### config.mk
export PLATFORM = sky130hd
export DESIGN_NAME = wb_cmd_master_flat
export DESIGN_NICKNAME = d
export VERILOG_FILES = /design/src/rtl/wb_cmd_master_if.sv /design/src/rtl/wb_cmd_master.sv /design/src/flat_wrapper.sv
export SDC_FILE = /design/constraint.sdc
export NUM_CORES = 1
export LEC_CHECK = 0
export BUFFER_PORTS_ARGS = -buffer_cell sky130_fd_sc_hd__buf_2
export CORE_MARGIN = 2
export CORE_UTILIZATION = 33
export CTS_CLUSTER_DIAMETER = 80
export DETAILED_ROUTE_END_ITERATION = 8
export GPL_TIMING_DRIVEN = 0
export REMOVE_ABC_BUFFERS = 1
export SLEW_MARGIN = 25
export SYNTH_ARGS = -nofsm -noshare
export SYNTH_HDL_FRONTEND = slang
export SYNTH_SLANG_ARGS = --single-unit
### constraint.sdc
create_clock -name clock -period 2.32 [get_ports clock]
set_clock_uncertainty 0.15 [all_clocks]
set_input_delay 0.232 -clock clock [delete_from_list [all_inputs] [get_ports clock]]
set_output_delay 0.232 -clock clock [all_outputs]
set_load 0.005 [all_outputs]
### src/rtl/wb_cmd_master_if.sv
// Host byte link, Wishbone master bus and status bundle for wb_cmd_master.
// master = the command block, slave = the host link / Wishbone system side.
interface wb_cmd_master_if;
    logic [7:0]  rx_data;
    logic        rx_valid;
    logic        rx_ready;
    logic [7:0]  tx_data;
    logic        tx_valid;
    logic        tx_ready;
    logic [31:0] wb_addr_o;
    logic [31:0] wb_data_o;
    logic        wb_we_o;
    logic        wb_cyc_o;
    logic        wb_strobe_o;
    logic [31:0] wb_data_i;
    logic        wb_ack_i;
    logic        busy;

    modport master (
        input  rx_data, rx_valid, tx_ready, wb_data_i, wb_ack_i,
        output rx_ready, tx_data, tx_valid, wb_addr_o, wb_data_o,
               wb_we_o, wb_cyc_o, wb_strobe_o, busy
    );

    modport slave (
        output rx_data, rx_valid, tx_ready, wb_data_i, wb_ack_i,
        input  rx_ready, tx_data, tx_valid, wb_addr_o, wb_data_o,
               wb_we_o, wb_cyc_o, wb_strobe_o, busy
    );
endinterface

### src/rtl/wb_cmd_master.sv
// Decodes host command bytes into one Wishbone transfer and streams back a response.
// Define WB_CMD_MASTER_TIMEOUT_EN to abort a bus cycle after TIMEOUT_CYCLES without ack.
module wb_cmd_master #(
    parameter int unsigned TIMEOUT_CYCLES = 255
) (
    input logic              clock,
    input logic              reset,
    wb_cmd_master_if.master  bus
);
    localparam int unsigned TW = 16;
    localparam logic [7:0] OP_WR   = 8'h01;
    localparam logic [7:0] OP_RD   = 8'h02;
    localparam logic [7:0] RSP_OK  = 8'hA5;
    localparam logic [7:0] RSP_ERR = 8'hEE;

    typedef enum logic [2:0] {
        S_IDLE = 3'd0,
        S_ADDR = 3'd1,
        S_DATA = 3'd2,
        S_BUS  = 3'd3,
        S_RESP = 3'd4
    } state_t;

    state_t      r_state, w_state_nx;
    logic [1:0]  r_cnt, w_cnt_nx;
    logic [1:0]  r_last, w_last_nx;
    logic        r_is_wr, w_is_wr_nx;
    logic [31:0] r_addr, w_addr_nx;
    logic [31:0] r_data, w_data_nx;
    logic [31:0] r_rdata, w_rdata_nx;
    logic [7:0]  r_tx_data, w_tx_data_nx;
    logic        r_tx_valid, w_tx_valid_nx;
    logic        r_rx_ready, w_rx_ready_nx;
    logic        r_cyc, w_cyc_nx;
    logic        r_we, w_we_nx;
    logic        r_busy, w_busy_nx;
    logic        w_rx_fire, w_tx_fire, w_timeout;

    assign w_rx_fire = bus.rx_valid & r_rx_ready;
    assign w_tx_fire = r_tx_valid & bus.tx_ready;

`ifdef WB_CMD_MASTER_TIMEOUT_EN
    logic [TW-1:0] r_timer;

    // Timer sits at zero outside BUS so every bus cycle starts counting from zero.
    assign w_timeout = (r_state == S_BUS) && !bus.wb_ack_i &&
                       (r_timer == TW'(TIMEOUT_CYCLES - 1));

    always_ff @(posedge clock) begin
        if (reset || (r_state != S_BUS)) r_timer <= '0;
        else if (!bus.wb_ack_i)          r_timer <= r_timer + TW'(1);
    end
`else
    logic w_unused_timeout;
    assign w_unused_timeout = ^(TW'(TIMEOUT_CYCLES));
    assign w_timeout        = 1'b0;
`endif

    always_ff @(posedge clock) begin
        if (reset) begin
            r_state    <= S_IDLE;
            r_cnt      <= '0;
            r_last     <= '0;
            r_is_wr    <= 1'b0;
            r_addr     <= '0;
            r_data     <= '0;
            r_rdata    <= '0;
            r_tx_data  <= '0;
            r_tx_valid <= 1'b0;
            r_rx_ready <= 1'b0;
            r_cyc      <= 1'b0;
            r_we       <= 1'b0;
            r_busy     <= 1'b0;
        end else begin
            r_state    <= w_state_nx;
            r_cnt      <= w_cnt_nx;
            r_last     <= w_last_nx;
            r_is_wr    <= w_is_wr_nx;
            r_addr     <= w_addr_nx;
            r_data     <= w_data_nx;
            r_rdata    <= w_rdata_nx;
            r_tx_data  <= w_tx_data_nx;
            r_tx_valid <= w_tx_valid_nx;
            r_rx_ready <= w_rx_ready_nx;
            r_cyc      <= w_cyc_nx;
            r_we       <= w_we_nx;
            r_busy     <= w_busy_nx;
        end
    end

    always_comb begin
        w_state_nx   = r_state;
        w_cnt_nx     = r_cnt;
        w_last_nx    = r_last;
        w_is_wr_nx   = r_is_wr;
        w_addr_nx    = r_addr;
        w_data_nx    = r_data;
        w_rdata_nx   = r_rdata;
        w_tx_data_nx = r_tx_data;

        case (r_state)
            S_IDLE: if (w_rx_fire) begin
                w_cnt_nx = '0;
                if ((bus.rx_data == OP_WR) || (bus.rx_data == OP_RD)) begin
                    w_is_wr_nx = (bus.rx_data == OP_WR);
                    w_state_nx = S_ADDR;
                end else begin
                    w_last_nx    = '0;
                    w_tx_data_nx = RSP_ERR;
                    w_state_nx   = S_RESP;
                end
            end
            S_ADDR: if (w_rx_fire) begin
                w_addr_nx = {r_addr[23:0], bus.rx_data};
                w_cnt_nx  = r_cnt + 2'd1;
                if (r_cnt == 2'd3) w_state_nx = r_is_wr ? S_DATA : S_BUS;
            end
            S_DATA: if (w_rx_fire) begin
                w_data_nx = {r_data[23:0], bus.rx_data};
                w_cnt_nx  = r_cnt + 2'd1;
                if (r_cnt == 2'd3) w_state_nx = S_BUS;
            end
            S_BUS: begin
                // Ack wins over a timeout landing on the same edge.
                if (bus.wb_ack_i) begin
                    w_cnt_nx   = '0;
                    w_state_nx = S_RESP;
                    if (r_is_wr) begin
                        w_last_nx    = '0;
                        w_tx_data_nx = RSP_OK;
                    end else begin
                        w_last_nx    = 2'd3;
                        w_rdata_nx   = bus.wb_data_i;
                        w_tx_data_nx = bus.wb_data_i[31:24];
                    end
                end else if (w_timeout) begin
                    w_cnt_nx     = '0;
                    w_last_nx    = '0;
                    w_tx_data_nx = RSP_ERR;
                    w_state_nx   = S_RESP;
                end
            end
            S_RESP: if (w_tx_fire) begin
                if (r_cnt == r_last) begin
                    w_state_nx = S_IDLE;
                end else begin
                    w_cnt_nx = r_cnt + 2'd1;
                    case (r_cnt)
                        2'd0:    w_tx_data_nx = r_rdata[23:16];
                        2'd1:    w_tx_data_nx = r_rdata[15:8];
                        default: w_tx_data_nx = r_rdata[7:0];
                    endcase
                end
            end
            default: w_state_nx = S_IDLE;
        endcase

        // Handshake and bus controls are registered images of the next state.
        w_rx_ready_nx = (w_state_nx == S_IDLE) || (w_state_nx == S_ADDR) ||
                        (w_state_nx == S_DATA);
        w_cyc_nx      = (w_state_nx == S_BUS);
        w_we_nx       = (w_state_nx == S_BUS) && w_is_wr_nx;
        w_tx_valid_nx = (w_state_nx == S_RESP);
        w_busy_nx     = (w_state_nx != S_IDLE);
    end

    assign bus.rx_ready    = r_rx_ready;
    assign bus.tx_data     = r_tx_data;
    assign bus.tx_valid    = r_tx_valid;
    assign bus.wb_addr_o   = r_addr;
    assign bus.wb_data_o   = r_data;
    assign bus.wb_we_o     = r_we;
    assign bus.wb_cyc_o    = r_cyc;
    assign bus.wb_strobe_o = r_cyc;
    assign bus.busy        = r_busy;
endmodule

### src/flat_wrapper.sv
// flat-port wrapper written by rule: the top's interface ports become plain ports
module wb_cmd_master_flat 
#(
    parameter int unsigned TIMEOUT_CYCLES = 255
)
  (clock, reset, bus_rx_data, bus_rx_valid, bus_tx_ready, bus_wb_data_i, bus_wb_ack_i, bus_rx_ready, bus_tx_data, bus_tx_valid, bus_wb_addr_o, bus_wb_data_o, bus_wb_we_o, bus_wb_cyc_o, bus_wb_strobe_o, bus_busy);
  wb_cmd_master_if bus_i ();
  input logic clock;
  input logic reset;
  input wire logic [$bits(bus_i.rx_data)-1:0] bus_rx_data;
  input wire logic [$bits(bus_i.rx_valid)-1:0] bus_rx_valid;
  input wire logic [$bits(bus_i.tx_ready)-1:0] bus_tx_ready;
  input wire logic [$bits(bus_i.wb_data_i)-1:0] bus_wb_data_i;
  input wire logic [$bits(bus_i.wb_ack_i)-1:0] bus_wb_ack_i;
  output wire logic [$bits(bus_i.rx_ready)-1:0] bus_rx_ready;
  output wire logic [$bits(bus_i.tx_data)-1:0] bus_tx_data;
  output wire logic [$bits(bus_i.tx_valid)-1:0] bus_tx_valid;
  output wire logic [$bits(bus_i.wb_addr_o)-1:0] bus_wb_addr_o;
  output wire logic [$bits(bus_i.wb_data_o)-1:0] bus_wb_data_o;
  output wire logic [$bits(bus_i.wb_we_o)-1:0] bus_wb_we_o;
  output wire logic [$bits(bus_i.wb_cyc_o)-1:0] bus_wb_cyc_o;
  output wire logic [$bits(bus_i.wb_strobe_o)-1:0] bus_wb_strobe_o;
  output wire logic [$bits(bus_i.busy)-1:0] bus_busy;
  assign bus_i.rx_data = bus_rx_data;
  assign bus_i.rx_valid = bus_rx_valid;
  assign bus_i.tx_ready = bus_tx_ready;
  assign bus_i.wb_data_i = bus_wb_data_i;
  assign bus_i.wb_ack_i = bus_wb_ack_i;
  assign bus_rx_ready = bus_i.rx_ready;
  assign bus_tx_data = bus_i.tx_data;
  assign bus_tx_valid = bus_i.tx_valid;
  assign bus_wb_addr_o = bus_i.wb_addr_o;
  assign bus_wb_data_o = bus_i.wb_data_o;
  assign bus_wb_we_o = bus_i.wb_we_o;
  assign bus_wb_cyc_o = bus_i.wb_cyc_o;
  assign bus_wb_strobe_o = bus_i.wb_strobe_o;
  assign bus_busy = bus_i.busy;
  wb_cmd_master #(.TIMEOUT_CYCLES(TIMEOUT_CYCLES)) u_core (.clock(clock), .reset(reset), .bus(bus_i));
endmodule
==> results of run 1 <==
## sequential cells by signal (all words and copies together) (netlist names)
name	cells
u_core.bus.busy	1
u_core.bus.rx_ready	1
u_core.bus.tx_data	8
u_core.bus.tx_valid	1
u_core.bus.wb_addr_o	32
u_core.bus.wb_cyc_o	1
u_core.bus.wb_data_o	32
u_core.bus.wb_we_o	1
u_core.r_cnt	2
u_core.r_is_wr	1
u_core.r_last	1
u_core.r_rdata	24
u_core.r_state	3
## worst max-delay path, delay by kind of cell (launching register included)
| family | cells | cell delay [ps] |
|---|---|---|
| compound gates | 2 | 580 |
| simple gates | 2 | 490 |
| flops | 1 | 750 |
## cell families (layout without fill, tap and decap cells)
| family | Yosys count | after routing | synth area share |
|---|---|---|---|
| muxes | 10 | 10 | 0.0227 |
| buffers and inverters | 48 | 182 | 0.0502 |
| adders and majority gates | 3 | 3 | 0.00851 |
| DFF | 108 | 108 | 0.490 |
| and+or+nand+nor | 240 | 240 | 0.240 |
| AOI/OAI and AO/OA | 131 | 131 | 0.184 |
| xor gates and xnor gates | 2 | 2 | 0.00397 |
## power groups by stage
stage | Combinational (mW) | Sequential (mW) | Clock (mW)
detailed placement | 0.240 | 1.95 | 0
CTS | 0.280 | 1.91 | 1.49
global route | 0.306 | 1.91 | 1.57
finish | 0.279 | 1.91 | 1.45
global placement | 0.230 | 1.95 | 0
floorplan | 0.104 | 1.95 | 0
## area by class of cell
| cell class | count | area (µm²) | share of cell area |
|---|---|---|---|
| Clock buffer | 10 | 229 | 0.0400 |
| Tap cell | 176 | 220 | 0.0385 |
| Clock inverter | 6 | 48.8 | 0.00853 |
| Inverter | 9 | 33.8 | 0.00590 |
| Timing Repair Buffer | 157 | 978 | 0.171 |
| Multi-Input combinational cell | 386 | 2050 | 0.358 |
| Sequential cell | 108 | 2160 | 0.378 |
## Yosys cell counts (2+ instances only)
cell type,count
nand2_1,194
dfxtp_1,108
a21oi_1,98
buf_2,18
clkbuf_1,16
mux2i_1,10
inv_1,9
nor2_1,9
a211o_1,7
a221oi_1,6
nor3_1,6
buf_4,5
a211oi_2,4
nand3_1,4
a31oi_1,3
ha_1,3
a221oi_2,2
a22o_1,2
and2_1,2
and3_1,2
and4b_1,2
nand3b_1,2
nor4_1,2
## through the flow
step	hold slack [ps]	instance area, µm²	TNS (ps)	utilization
after floorplan	147	4220	0	-
after global placement	289	5050	-44990	0.385
after detailed placement	295	5110	-3190	0.389
after CTS	34.0	5690	0	0.433
after global routing	38.3	5720	0	0.436
final	40.4	5720	0	0.436
## repair_timing
action / 4_1_cts / 5_1_grt
setup endpoints to repair: 47 / 60
setup buffers: 0 / 3
hold endpoints to repair: 33 / 0
pin swaps: 0 / 1
hold buffers: 30 / 0
gates resized for setup: 2 / 4
## final timing paths
path	start	endpoint	slack (ps)	cells past startpoint
worst max register to register	u_core.r_state[0]	u_core.bus.busy	210	4
worst min register to register	u_core.bus.wb_data_o[31]	u_core.bus.wb_data_o[31]	300	2
worst min-delay path	bus_rx_data[0]	u_core.bus.wb_addr_o[0]	40	3
worst max-delay path	u_core.r_state[0]	u_core.bus.busy	210	4
## metal layers
metal	track usage	vias up	part of all wire
met3	0.0437	12	0.052
met1	0.200	1885	0.47
met4	0.0412	0	0.013
met5	0	-	0
li1	-	2071	-
met2	0.258	108	0.47
==> metrics.yaml, run 1 <==
run_status:
  status: "finished clean"
timing:
  layout_setup_ws_ps: 208
  rsz0062_at_grt: "no"
  min_period_ps: 2110
  setup_violations: 0
  max_slew_margin: 0.522
  worst_pin_slew_ps: 715
  finalCritPeriodShare: 0.910
  drv_slew: 0
  max_freq_mhz: 473
  finalHoldViolations: 0
floorplan:
  die_w_um: 120
  ioPinCount: 123
  row_count: 42
  core_area_um2: 13100
  dieArea_um2: 14300
  die_h_um: 120
  initial_core_util: 0.336
power:
  power_leakage_nw: 2.31
  switching_share: 0.240
  seqPwrFrac: 0.525
  pwr-share-clk: 0.398
  combPwrFrac: 0.077
  p_sw_mw: 0.872
  ir_worst_vdd_uv: 437
  total_power_mw: 3.63
  power.internal_mw: 2.76
  powerDensity_nw_per_um2: 634
yosys:
  async_flop_share: 0
  ys.flop_type: "dfxtp_1"
  synth_top_area_share: 0.490
  synth.avg_cell_area_um2: 8.14
  synth-edff-count: 0
  yosysSeqAreaShare: 0.490
  synth_cell_types: 51
  ys_warn_count: 0
  netlist_top_cells_area: "dfxtp_1 (49%), nand2_1 (17%), a21oi_1 (11%)"
  synth_area_um2: 4410
  ys_ff_latch: 108
  syn_inst: 542
  yosysTopAreaCell: "dfxtp_1"
detailed_routing:
  vias: 4076
  wl_per_cell_um: 13.3
  drcViolationCount: 0
  vias_per_cell: 4.78
  drt_iter0_drc: 281
  drtPass1Iterations: 4
  ant_nets: 0
  wl_um: 11300
worst_setup_path:
  cp-end-kind: "register"
  slowest_delay_ps: 750
  crit_chain: "or2_2 > and4b_1 > a211oi_2 > a31oi_1"
  arrival_ps: 2180
  critPathSlowestCell: "dfxtp_1"
  critPathLaunchType: "register"
  crit_fanout: 17
  required_ps: 2390
  critPathKind: "reg2reg"
placement:
  dp_hpwl_um: 7790
  gp_congestion: 0.786
  dp.cells: 803
  numPortBuffers: 122
  dpl_worst_slack_ps: -132
cells_and_area:
  final_cell_mix: "nand2_1 (193), buf_2 (121), dfxtp_1 (108), a21oi_1 (98), dlygate4sd3_1 (30)"
  insertedDiodeCount: 0
  final_common_cell: "nand2_1"
  n_fill_cell: 1338
  layout.cells.non_filler: 852
  drive_gt1_frac: 0.243
  final_nets: 719
  syn2layout_area_growth_pct: 29.8
grt:
  grt_pass1_wl_um: 18000
  overflow: 0
  grt_start_max_net_pins: 71
  track_usage: 0.156
  antenna_found_initial: 0
  grt_pass1_vias: 3728
clock_tree:
  htreeDepth: 3
  cts_tree: "done"
  clockBufferDepth: 2
  path_clk_slew_ps: 70
  cts_made_buffers: 9
  clk_latency_ps: 350
  clock_tree.root_cell: "clkbuf_16"
  clkSinkCount: 108
hold_path:
  hold_class: "in2reg"
flow_run:
  cap_violations: 0
Note: power is estimated with default switching activity, not from simulation.
==> inputs of run 2 (changes only) <==
--- a/config.mk
+++ b/config.mk
@@ -6,8 +6,7 @@
 export NUM_CORES = 1
 export LEC_CHECK = 0
 export BUFFER_PORTS_ARGS = -buffer_cell sky130_fd_sc_hd__buf_2
-export CORE_MARGIN = 2
-export CORE_UTILIZATION = 33
+export CORE_UTILIZATION = 30
 export CTS_CLUSTER_DIAMETER = 80
 export DETAILED_ROUTE_END_ITERATION = 8
 export GPL_TIMING_DRIVEN = 0
==> metrics.yaml, run 2 (same netlist as run 1, synthesis figures left out) <==
cells_and_area:
  layout.cells.non_filler: 853
  insertedDiodeCount: 0
  final_nets: 716
  final_area_um2: 5690
  final_common_cell: "nand2_1"
  n_fill_cell: 1465
  syn2layout_area_growth_pct: 29.1
  final_cell_mix: "nand2_1 (193), buf_2 (121), dfxtp_1 (108), a21oi_1 (98), dlygate4sd3_1 (30)"
  drive_gt1_frac: 0.238
hold_path:
  holdPathStages: 3
  hold_class: "in2reg"
floorplan:
  initial_core_util: 0.313
  ioPinCount: 123
  dieArea_um2: 15200
  die_h_um: 123
  row_count: 43
  die_w_um: 123
  core_area_um2: 14100
detailed_routing:
  drtPass1Iterations: 5
  wl_um: 11300
  drcViolationCount: 0
  vias_per_cell: 4.75
  routed.top_layer: "met4"
  wl_met2_um: 5310
  wl_per_cell_um: 13.2
  ant_nets: 0
  route.met3.wl_um: 745
  vias: 4053
  wl_met1_um: 5120
  drt_iter0_drc: 194
power:
  powerDensity_nw_per_um2: 638
  ir_worst_vdd_uv: 347
  power_leakage_nw: 2.29
worst_setup_path:
  required_ps: 2390
  path_buf_inv: 0
  cp_top_family: "flip-flops"
  crit_fanout: 17
  arrival_ps: 2220
  critPathKind: "reg2reg"
  crit_cells: 4
  slowest_delay_ps: 750
  cp-end-kind: "register"
  ff2ff_path_depth: 4
  critPathLaunchType: "register"
  crit_chain: "or2_2 > and4b_1 > a211oi_2 > a31oi_1"
  critPathSlowestCell: "dfxtp_1"
timing:
  finalCritPeriodShare: 0.926
  rsz0062_at_grt: "no"
  drv_slew: 0
  min_period_ps: 2150
  tns_ps: 0
  worst_pin_slew_ps: 709
  hold_ws_ps: 31.8
  setup_violations: 0
  finalHoldViolations: 0
  max_slew_margin: 0.526
  max_freq_mhz: 465
clock_tree:
  cts_made_buffers: 9
  clkSinkCount: 108
  cts_tree: "done"
  htreeDepth: 3
  clockBufferDepth: 2
  post_cts_buffers: 0
  path_clk_slew_ps: 70
  clock_tree.root_cell: "clkbuf_16"
  clk_latency_ps: 350
placement:
  numPortBuffers: 122
  gp_congestion: 0.771
  dp_hpwl_um: 7820
  dp.cells: 807
  placed_area_um2: 5100
grt:
  grt_start_max_net_pins: 53
  grt_pass1_wl_um: 18200
  antenna_found_initial: 0
  grt_pass1_vias: 3847
  track_usage: 0.154
  overflow: 0
flow_run:
  cap_violations: 0
run_status:
  status: "finished clean"
[run 2: cell count changes in the layout (fill, tap and decap cells not counted), sizes merged]
| cell | change |
|---|---|
| buf | -3 |
| clkinv | +1 |
| clkinvlp | -1 |
[run 2: metrics by stage]
stage	setup WS (ps)	util	power, mW
finish	171	0.404	3.63
global route	23.5	0.404	3.79
CTS	51.1	0.403	3.69
detailed placement	-129	0.362	2.19
global placement	-721	0.359	2.18
floorplan	115	-	2.05
[run 2: path summary, 6_finish.rpt]
kind	slack, ps	from	end
max	170	u_core.r_state[0]	u_core.bus.busy
min	30	bus_rx_data[0]	u_core.bus.wb_data_o[0]
max reg2reg	170	u_core.r_state[0]	u_core.bus.busy
min reg2reg	300	u_core.bus.wb_data_o[24]	u_core.bus.wb_data_o[24]
[run 2: cell type report]
type,count,area [µm²],share of cell area
multi-input cells,386,2050,0.360
clock inverters,6,47.5,0.00836
well taps,180,225,0.0396
repair buffers,154,945,0.166
flip-flops and latches,108,2160,0.380
clock buffers,10,229,0.0402
inverters,9,33.8,0.00594
[run 2: per-layer routing]
metal,GRT usage,vias to the layer above
met1,0.190,1854
met4,0.0361,0
li1,-,2074
met5,0,-
met2,0.259,116
met3,0.0494,9
[run 2: tightest hold or removal path, delay by kind of cell]
| family | cells | cell delay, ps |
|---|---|---|
| buffers and inverters | 1 | 140 |
| and+or+nand+nor | 1 | 60 |
| AOI/OAI and AO/OA | 1 | 50 |
[run 2: what timing repair did]
item / CTS / global route
hold buffers: 30 / 0
pin swaps: 0 / 1
resized for setup: 2 / 2
hold endpoints to repair: 36 / 0
setup endpoints to repair: 34 / 55
[run 2: power by group]
group	switching [mW]	total, mW	internal [mW]
Sequential	0.0256	1.91	1.88
Clock	0.707	1.44	0.738
Combinational	0.141	0.278	0.137
